**config.mk**
```make
export PLATFORM = sky130hd
export DESIGN_NAME = cfi_alert_ctrl_flat
export DESIGN_NICKNAME = d
export VERILOG_FILES = /design/src/rtl/cfi_alert_ctrl_pkg.sv /design/src/rtl/cfi_alert_ctrl_if.sv /design/src/rtl/cfi_alert_ctrl_log_fifo.sv /design/src/rtl/cfi_alert_ctrl.sv /design/src/flat_wrapper.sv
export SDC_FILE = /design/constraint.sdc
export NUM_CORES = 1
export LEC_CHECK = 0
export ABC_AREA = 1
export BUFFER_PORTS_ARGS = -buffer_cell sky130_fd_sc_hd__buf_2
export CAP_MARGIN = 20
export CORE_MARGIN = 8
export CORE_UTILIZATION = 48
export CTS_CLUSTER_SIZE = 14
export DETAILED_ROUTE_END_ITERATION = 8
export GPL_TIMING_DRIVEN = 1
export PLACE_DENSITY = 0.68
export RECOVER_POWER = 100
export SYNTH_ARGS = -nofsm -noshare
export SYNTH_HDL_FRONTEND = slang
export SYNTH_SLANG_ARGS = --single-unit
```
**constraint.sdc**
```tcl
create_clock -name clk_i -period 6.45 [get_ports clk_i]
set_input_delay 0.9675 -clock clk_i [delete_from_list [all_inputs] [get_ports clk_i]]
set_output_delay 0.9675 -clock clk_i [all_outputs]
set_load 0.01 [all_outputs]
```
**src/rtl/cfi_alert_ctrl_pkg.sv**
```systemverilog
// Shared types for the CFI alert controller: violation causes, log entry
// layout, escalation states and the saturating counter helper.
package cfi_alert_ctrl_pkg;

  typedef enum logic [1:0] {
    NONE         = 2'd0,
    JALR_NO_PAD  = 2'd1,
    PAD_NO_JALR  = 2'd2,
    RET_MISMATCH = 2'd3
  } cfi_cause_e;

  typedef struct packed {
    logic [63:0] pc;
    cfi_cause_e  cause;
  } cfi_log_t;

  typedef enum logic [1:0] {
    IDLE  = 2'd0,
    WARN  = 2'd1,
    ALERT = 2'd2
  } cfi_state_e;

  localparam logic [7:0] CNT_MAX = 8'hFF;

  // Add two 8-bit counts, clamping at CNT_MAX instead of wrapping.
  function automatic logic [7:0] sat_add(input logic [7:0] a, input logic [7:0] b);
    logic [8:0] sum;
    sum = {1'b0, a} + {1'b0, b};
    return sum[8] ? CNT_MAX : sum[7:0];
  endfunction

endpackage

```
**src/rtl/cfi_alert_ctrl_if.sv**
```systemverilog
// Log drain port: the controller presents the oldest logged violation,
// the consumer pops it with log_ready.
interface cfi_alert_ctrl_if;
  import cfi_alert_ctrl_pkg::*;

  logic        log_valid;
  logic        log_ready;
  logic [63:0] log_pc;
  cfi_cause_e  log_cause;

  modport master (output log_valid, output log_pc, output log_cause, input log_ready);
  modport slave  (input log_valid, input log_pc, input log_cause, output log_ready);

endinterface

```
**src/rtl/cfi_alert_ctrl_log_fifo.sv**
```systemverilog
// Multi-write, single-read circular log buffer. Up to NR_PORTS compacted
// entries are written per cycle; whatever does not fit is reported as dropped.
module cfi_alert_ctrl_log_fifo
  import cfi_alert_ctrl_pkg::*;
#(
  parameter int NR_PORTS  = 2,
  parameter int LOG_DEPTH = 4
) (
  input  logic                       clk_i,
  input  logic                       rst_ni,
  input  logic                       clear_i,
  input  logic [7:0]                 push_cnt_i,
  input  cfi_log_t                   push_data_i [NR_PORTS],
  input  logic                       pop_i,
  output cfi_log_t                   head_o,
  output logic [$clog2(LOG_DEPTH):0] occ_o,
  output logic [7:0]                 drop_cnt_o
);

  localparam int AW = $clog2(LOG_DEPTH);
  localparam int PW = AW + 1;

  cfi_log_t        mem_q [LOG_DEPTH];
  logic [PW-1:0]   wr_ptr_q, wr_ptr_d;
  logic [PW-1:0]   rd_ptr_q, rd_ptr_d;
  logic            empty, full, pop_eff;
  logic [7:0]      free_slots, n_push;

  // Occupancy, free space and pointer advance; clear empties the buffer and
  // suppresses both push and pop in the same cycle.
  always_comb begin
    empty      = (wr_ptr_q[PW-1] == rd_ptr_q[PW-1]) && (wr_ptr_q[AW-1:0] == rd_ptr_q[AW-1:0]);
    full       = (wr_ptr_q[PW-1] != rd_ptr_q[PW-1]) && (wr_ptr_q[AW-1:0] == rd_ptr_q[AW-1:0]);
    occ_o      = wr_ptr_q - rd_ptr_q;
    pop_eff    = pop_i && !empty && !clear_i;
    free_slots = full ? 8'(pop_eff) : (8'(LOG_DEPTH) - 8'(occ_o) + 8'(pop_eff));
    n_push     = '0;
    drop_cnt_o = '0;
    if (!clear_i) begin
      n_push     = (push_cnt_i > free_slots) ? free_slots : push_cnt_i;
      drop_cnt_o = push_cnt_i - n_push;
    end
    wr_ptr_d = clear_i ? '0 : wr_ptr_q + PW'(n_push);
    rd_ptr_d = clear_i ? '0 : rd_ptr_q + PW'(pop_eff);
    head_o   = mem_q[rd_ptr_q[AW-1:0]];
  end

  // Pointer registers.
  always_ff @(posedge clk_i) begin
    if (!rst_ni) begin
      wr_ptr_q <= '0;
      rd_ptr_q <= '0;
    end else begin
      wr_ptr_q <= wr_ptr_d;
      rd_ptr_q <= rd_ptr_d;
    end
  end

  // Entry storage; contents are only meaningful between the pointers, so no reset.
  always_ff @(posedge clk_i) begin
    for (int i = 0; i < NR_PORTS; i++) begin
      if (8'(i) < n_push) begin
        mem_q[wr_ptr_q[AW-1:0] + AW'(i)] <= push_data_i[i];
      end
    end
  end

endmodule

```
**src/rtl/cfi_alert_ctrl.sv**
```systemverilog
// CFI violation collector: counts accepted violations, logs them for
// software, flags log overflow and escalates to a sticky alert.
module cfi_alert_ctrl
  import cfi_alert_ctrl_pkg::*;
#(
  parameter int NR_PORTS   = 2,
  parameter int LOG_DEPTH  = 4,
  parameter int THRESHOLD  = 3,
  parameter bit LOCK_ALERT = 1'b1
) (
  input  logic                      clk_i,
  input  logic                      rst_ni,
  input  logic [NR_PORTS-1:0]       viol_valid_i,
  input  logic [NR_PORTS-1:0][63:0] viol_pc_i,
  input  logic [NR_PORTS-1:0][1:0]  viol_cause_i,
  input  logic                      clear_i,
  cfi_alert_ctrl_if.master          log_if,
  output logic [7:0]                viol_count_o,
  output logic                      overflow_o,
  output logic                      alert_o
);

  localparam logic [7:0] TH8 = 8'(THRESHOLD);

  logic [NR_PORTS-1:0]       acc;
  logic [7:0]                acc_cnt;
  cfi_log_t                  push_data [NR_PORTS];
  cfi_log_t                  head;
  logic [$clog2(LOG_DEPTH):0] occ;
  logic [7:0]                drop_cnt;
  logic                      pop;
  int                        seen;

  logic [7:0]  count_q, count_d;
  logic        ovf_q, ovf_d;
  cfi_state_e  state_q;

  // Accept legal violations (clear discards them) and count them.
  always_comb begin
    acc     = '0;
    acc_cnt = '0;
    for (int p = 0; p < NR_PORTS; p++) begin
      acc[p]  = viol_valid_i[p] && (viol_cause_i[p] != 2'd0) && !clear_i;
      acc_cnt = acc_cnt + 8'(acc[p]);
    end
  end

  // Pack accepted violations into consecutive slots, lowest port first, so
  // the buffer drops from the highest port when space runs out.
  always_comb begin
    seen = 0;
    for (int s = 0; s < NR_PORTS; s++) begin
      push_data[s] = '0;
      seen = 0;
      for (int p = 0; p < NR_PORTS; p++) begin
        if (acc[p]) begin
          if (seen == s) begin
            push_data[s] = '{pc: viol_pc_i[p], cause: cfi_cause_e'(viol_cause_i[p])};
          end
          seen = seen + 1;
        end
      end
    end
  end

  assign pop = (occ != '0) && log_if.log_ready && !clear_i;

  cfi_alert_ctrl_log_fifo #(
    .NR_PORTS  (NR_PORTS),
    .LOG_DEPTH (LOG_DEPTH)
  ) u_log_fifo (
    .clk_i       (clk_i),
    .rst_ni      (rst_ni),
    .clear_i     (clear_i),
    .push_cnt_i  (acc_cnt),
    .push_data_i (push_data),
    .pop_i       (pop),
    .head_o      (head),
    .occ_o       (occ),
    .drop_cnt_o  (drop_cnt)
  );

  // Next counter and overflow values; clear wins over new violations.
  always_comb begin
    count_d = clear_i ? 8'd0 : sat_add(count_q, acc_cnt);
    ovf_d   = clear_i ? 1'b0 : (ovf_q || (drop_cnt != 8'd0));
  end

  // Counter and sticky overflow registers.
  always_ff @(posedge clk_i) begin
    if (!rst_ni) begin
      count_q <= '0;
      ovf_q   <= 1'b0;
    end else begin
      count_q <= count_d;
      ovf_q   <= ovf_d;
    end
  end

  // Escalation FSM; a locked ALERT survives clear and only leaves on reset.
  always_ff @(posedge clk_i) begin
    if (!rst_ni) begin
      state_q <= IDLE;
    end else if (clear_i) begin
      state_q <= (LOCK_ALERT && (state_q == ALERT)) ? ALERT : IDLE;
    end else begin
      case (state_q)
        IDLE: begin
          if (count_d >= TH8)        state_q <= ALERT;
          else if (count_d != 8'd0)  state_q <= WARN;
        end
        WARN: begin
          if (count_d >= TH8)        state_q <= ALERT;
        end
        default: state_q <= state_q;
      endcase
    end
  end

  assign viol_count_o     = count_q;
  assign overflow_o       = ovf_q;
  assign alert_o          = (state_q == ALERT);
  assign log_if.log_valid = (occ != '0);
  assign log_if.log_pc    = (occ != '0) ? head.pc : 64'd0;
  assign log_if.log_cause = (occ != '0) ? head.cause : NONE;

endmodule

```
**src/flat_wrapper.sv**
```systemverilog
// flat-port wrapper written by rule: the top's interface ports become plain ports
module cfi_alert_ctrl_flat import cfi_alert_ctrl_pkg::*;
#(
  parameter int NR_PORTS   = 2,
  parameter int LOG_DEPTH  = 4,
  parameter int THRESHOLD  = 3,
  parameter bit LOCK_ALERT = 1'b1
)
  (clk_i, rst_ni, viol_valid_i, viol_pc_i, viol_cause_i, clear_i, viol_count_o, overflow_o, alert_o, log_if_log_valid, log_if_log_pc, log_if_log_cause, log_if_log_ready);
  cfi_alert_ctrl_if log_if_i ();
  input  logic clk_i;
  input  logic rst_ni;
  input  logic [NR_PORTS-1:0] viol_valid_i;
  input  logic [NR_PORTS-1:0][63:0] viol_pc_i;
  input  logic [NR_PORTS-1:0][1:0] viol_cause_i;
  input  logic clear_i;
  output logic [7:0] viol_count_o;
  output logic overflow_o;
  output logic alert_o;
  output wire logic [$bits(log_if_i.log_valid)-1:0] log_if_log_valid;
  output wire logic [$bits(log_if_i.log_pc)-1:0] log_if_log_pc;
  output wire logic [$bits(log_if_i.log_cause)-1:0] log_if_log_cause;
  input wire logic [$bits(log_if_i.log_ready)-1:0] log_if_log_ready;
  assign log_if_log_valid = log_if_i.log_valid;
  assign log_if_log_pc = log_if_i.log_pc;
  assign log_if_log_cause = log_if_i.log_cause;
  assign log_if_i.log_ready = log_if_log_ready;
  cfi_alert_ctrl #(.NR_PORTS(NR_PORTS), .LOG_DEPTH(LOG_DEPTH), .THRESHOLD(THRESHOLD), .LOCK_ALERT(LOCK_ALERT)) u_core (.clk_i(clk_i), .rst_ni(rst_ni), .viol_valid_i(viol_valid_i), .viol_pc_i(viol_pc_i), .viol_cause_i(viol_cause_i), .clear_i(clear_i), .log_if(log_if_i), .viol_count_o(viol_count_o), .overflow_o(overflow_o), .alert_o(alert_o));
endmodule
```
==> results.sh <==
export IMPL_ys_top_cells_by_count="730 x nand2_1, 366 x nor2_1, 266 x nand4_1"
export IMPL_ir_worst_vdd_v=0.0002228
export IMPL_area_growth_pct=12.12
export IMPL_start_util_pct=48.89
export IMPL_wire_per_inst_um=20.30
export IMPL_grt_max_degree=157
export IMPL_reg2reg_from="u_core.u_log_fifo.rd_ptr_q[0]"
export IMPL_synth_top_area_share_pct=46.83
export IMPL_rows=68
export IMPL_cts_buffers=30
export IMPL_min_path_cells=2
export IMPL_drtIter0Drc=1360
export IMPL_finalCriticalPeriod_ns=5.741
export IMPL_hold_viol=0
export IMPL_ys_warn_count=0
export IMPL_clock_sinks=281
export IMPL_ctsResizeCount=0
export IMPL_root_buffer="clkbuf_16"
export IMPL_synth_area_leaders="edfxtp_1 47%, nand2_1 16%, nand4_1 9.8%"
export IMPL_worstPathMaxFanout=45
export IMPL_endpoint="u_core.u_log_fifo.mem_q[2][6]"
export IMPL_fin_crit_sh_pct=89.01
export IMPL_rsz0062_at_grt="false"
export IMPL_comb_power_share_pct=10.8
export IMPL_relSlewSlack_pct=-34.94
export IMPL_drive_above_1_share_pct=9.896
export IMPL_die_w_um=203.8
export IMPL_reg2reg_depth=19
export IMPL_htreeDepth=1
export IMPL_synthArstFlopShare_pct=0
export IMPL_antenna_left=0
export IMPL_fillers=3195
export IMPL_synth_cells=2210
export IMPL_clockBufferDepth=3
export IMPL_synth_edf_count=264
export IMPL_routabilityCongestion=0.8857
export IMPL_reg2reg_to="u_core.u_log_fifo.mem_q[2][6]"
export IMPL_r2r_slack_ns=0.71
export IMPL_worstSetupPathType="flip-flop to flip-flop"
export IMPL_die_h_um=203.8
export IMPL_netlist_area_mm2=0.01693
export IMPL_ys_seq_elements=281
export IMPL_dpl_worst_slack_ns=0.9715
export IMPL_antenna_found_initial=0
export IMPL_cts_tree="built"
export IMPL_power_frac_seq_pct=49.2
export IMPL_ys_seq_area_share_pct=48.84
export IMPL_drt_pass1_iter_count=8
export IMPL_p_int_mw=3.134
export IMPL_place_hpwl_mm=30.76
export IMPL_worstMarginPinSlew_ns=2.024
export IMPL_clkSlewWorstSetupHoldPaths_ns=0.06
export IMPL_grt_pass1_vias=15920
export IMPL_fin_ws_ns=0.7089
export IMPL_drt_total_wl_mm=56.22
export IMPL_status="complete, but fails checks"
export IMPL_globalRouteTotalUtil_pct=25.84
export IMPL_yosys_area_top_type="edfxtp_1"
export IMPL_skew_ns=0.02021
export IMPL_pin_count=215
export IMPL_fin_area_mm2=0.01898
export IMPL_p_switching_mw=1.056
export IMPL_p_leak_nw=7.800
export IMPL_clockPowerShare_pct=40.0
export IMPL_powerDensity_mw_per_mm2=220.7
export IMPL_endpoint_kind="flip-flop"
export IMPL_drc=0
export IMPL_vias=16370
export IMPL_yosysMostFrequentCell="nand2_1"
export IMPL_syn_area_per_cell_um2=7.661
export IMPL_clock_latency_ns=0.57
export IMPL_die_area_mm2=0.04154
export IMPL_clock_fmax_ghz=0.1742
export IMPL_critPathLaunchType="flip-flop"
export IMPL_diodes=0
export IMPL_startpoint="u_core.u_log_fifo.rd_ptr_q[0]"
export IMPL_cap_violations=1
export IMPL_min_path_type="flip-flop to flip-flop"
export IMPL_finalSetupViolations=0
export IMPL_design_core_area_mm2=0.03463
export IMPL_ys_flop_type="edfxtp_1"
export IMPL_grt_pass1_wl_mm=86.27
export IMPL_cts_setup_buffers=0
export IMPL_syn_num_nets=2369
export IMPL_fin_nets=2449
export IMPL_finalSetupTns_ns=0
export IMPL_violations="capacitance limit, slew limit"
export IMPL_finalMaxSlewViolations=67
export IMPL_p_sw_share_pct=25.20
export IMPL_yosysUniqueCellTypes=28
export IMPL_hold_buffers=0
export IMPL_worstPathArrival_ns=5.99
export IMPL_gr_total_overflow=0
export IMPL_cp_required_ns=6.70
export IMPL_port_buffers=214
export IMPL_vias_per_cell=5.912
export IMPL_place_area_mm2=0.01814
==> routing by layer <==
layer	wire length, um	GRT usage (%)	part of all wire [%]	up-vias
met3	5291	4.094	9.4	156
met1	22370	32.36	40	7585
li1	-	-	-	7742
met2	26570	43.71	47	888
met5	0	0	0	-
met4	1994	11.27	3.5	0
==> registers in the layout, indices dropped and copies added, names as in the netlist <==
register and count:
u_core.state_q 2, u_core.viol_count_o 8, u_core.u_log_fifo.rd_ptr_q 3, u_core.u_log_fifo.wr_ptr_q 3, u_core.u_log_fifo.mem_q 264, u_core.overflow_o 1
==> layout by cell type (no fill, tap or decap), drive strengths merged <==
cell type  Yosys  layout
inv           45      43
fa             4       4
xnor2          2       2
o21ai        203     203
buf           52     161
o21a           1       1
clkbuf       142     119
clkinv         1      18
a41oi          1       1
nand2        730     730
edfxtp       264     264
bufinv         0       2
a21oi         71      71
nor2         366     366
nand4        266     266
a31oi          1       1
o21bai         2       2
o211ai         1       1
dfxtp         17      17
nand3         23      23
ha            17      17
clkinvlp       0       1
xor2           1       1
==> critical path: stages, from the launching register on <==
cell	delay, ns
dfxtp_4	0.71
ha_1	0.26
fa_1	0.44
ha_1	0.22
ha_1	0.21
inv_1	0.07
nand3_1	0.08
a31oi_1	0.25
ha_1	0.23
ha_1	0.24
nand2_1	0.16
ha_1	0.27
nand2_1	0.09
o21ai_0	0.09
a21oi_1	0.22
nand2_1	0.18
o21ai_4	0.46
nand3_4	0.12
nand2_2	0.74
buf_4	0.38
==> through the flow <==
stage	hold WS, ns	std cells	total power, mW	util (%)
after global placement	0.4434	2711	2.533	52.38
after CTS	0.4563	2767	4.192	55.11
after global routing	0.4913	2769	4.318	54.82
after floorplan	0.4261	2210	2.380	-
final	0.4557	2769	4.190	54.82
after detailed placement	0.4459	2711	2.546	52.38
==> power by group through the flow <==
stage	registers, mW	clock network (mW)	logic (mW)
floorplan	2.10	0	0.278
global placement	2.10	0	0.433
global route	2.07	1.75	0.503
detailed placement	2.10	0	0.445
CTS	2.06	1.68	0.447
finish	2.06	1.68	0.452
==> cell type report <==
class	count	area, um2	share of cell area [%]
sequential	281	8275	43.60
multi-input combinational	1689	7724	40.69
timing repair buffer	242	1285	6.769
clock buffer	38	800.8	4.219
tap	455	569.3	2.999
inverter	46	181.4	0.9558
clock inverter	18	146.4	0.7712
==> worst min path at each step <==
stage                      startpoint                end  slack [ns]
CTS                 u_core.state_q[1]  u_core.state_q[1]        0.46
global placement    u_core.state_q[1]  u_core.state_q[1]        0.44
floorplan           u_core.state_q[1]  u_core.state_q[1]        0.43
detailed placement  u_core.state_q[1]  u_core.state_q[1]        0.45
finish              u_core.state_q[1]  u_core.state_q[1]        0.46
global route        u_core.state_q[1]  u_core.state_q[1]        0.49
==> logic make-up (layout without fill, tap and decap cells) <==
| kind of cell | after synthesis | count (layout) | share of synthesized area, % |
|---|---|---|---|
| flip-flops | 281 | 281 | 48.84 |
| AO/OA/AOI/OAI | 280 | 280 | 8.455 |
| adder cells (fa/ha/maj) | 21 | 21 | 1.729 |
| XOR/XNOR | 3 | 3 | 0.1552 |
| buffers and inverters | 240 | 344 | 5.868 |
| AND/OR/NAND/NOR | 1385 | 1385 | 34.96 |
No activity file was read; power rests on OpenSTA's default activity.
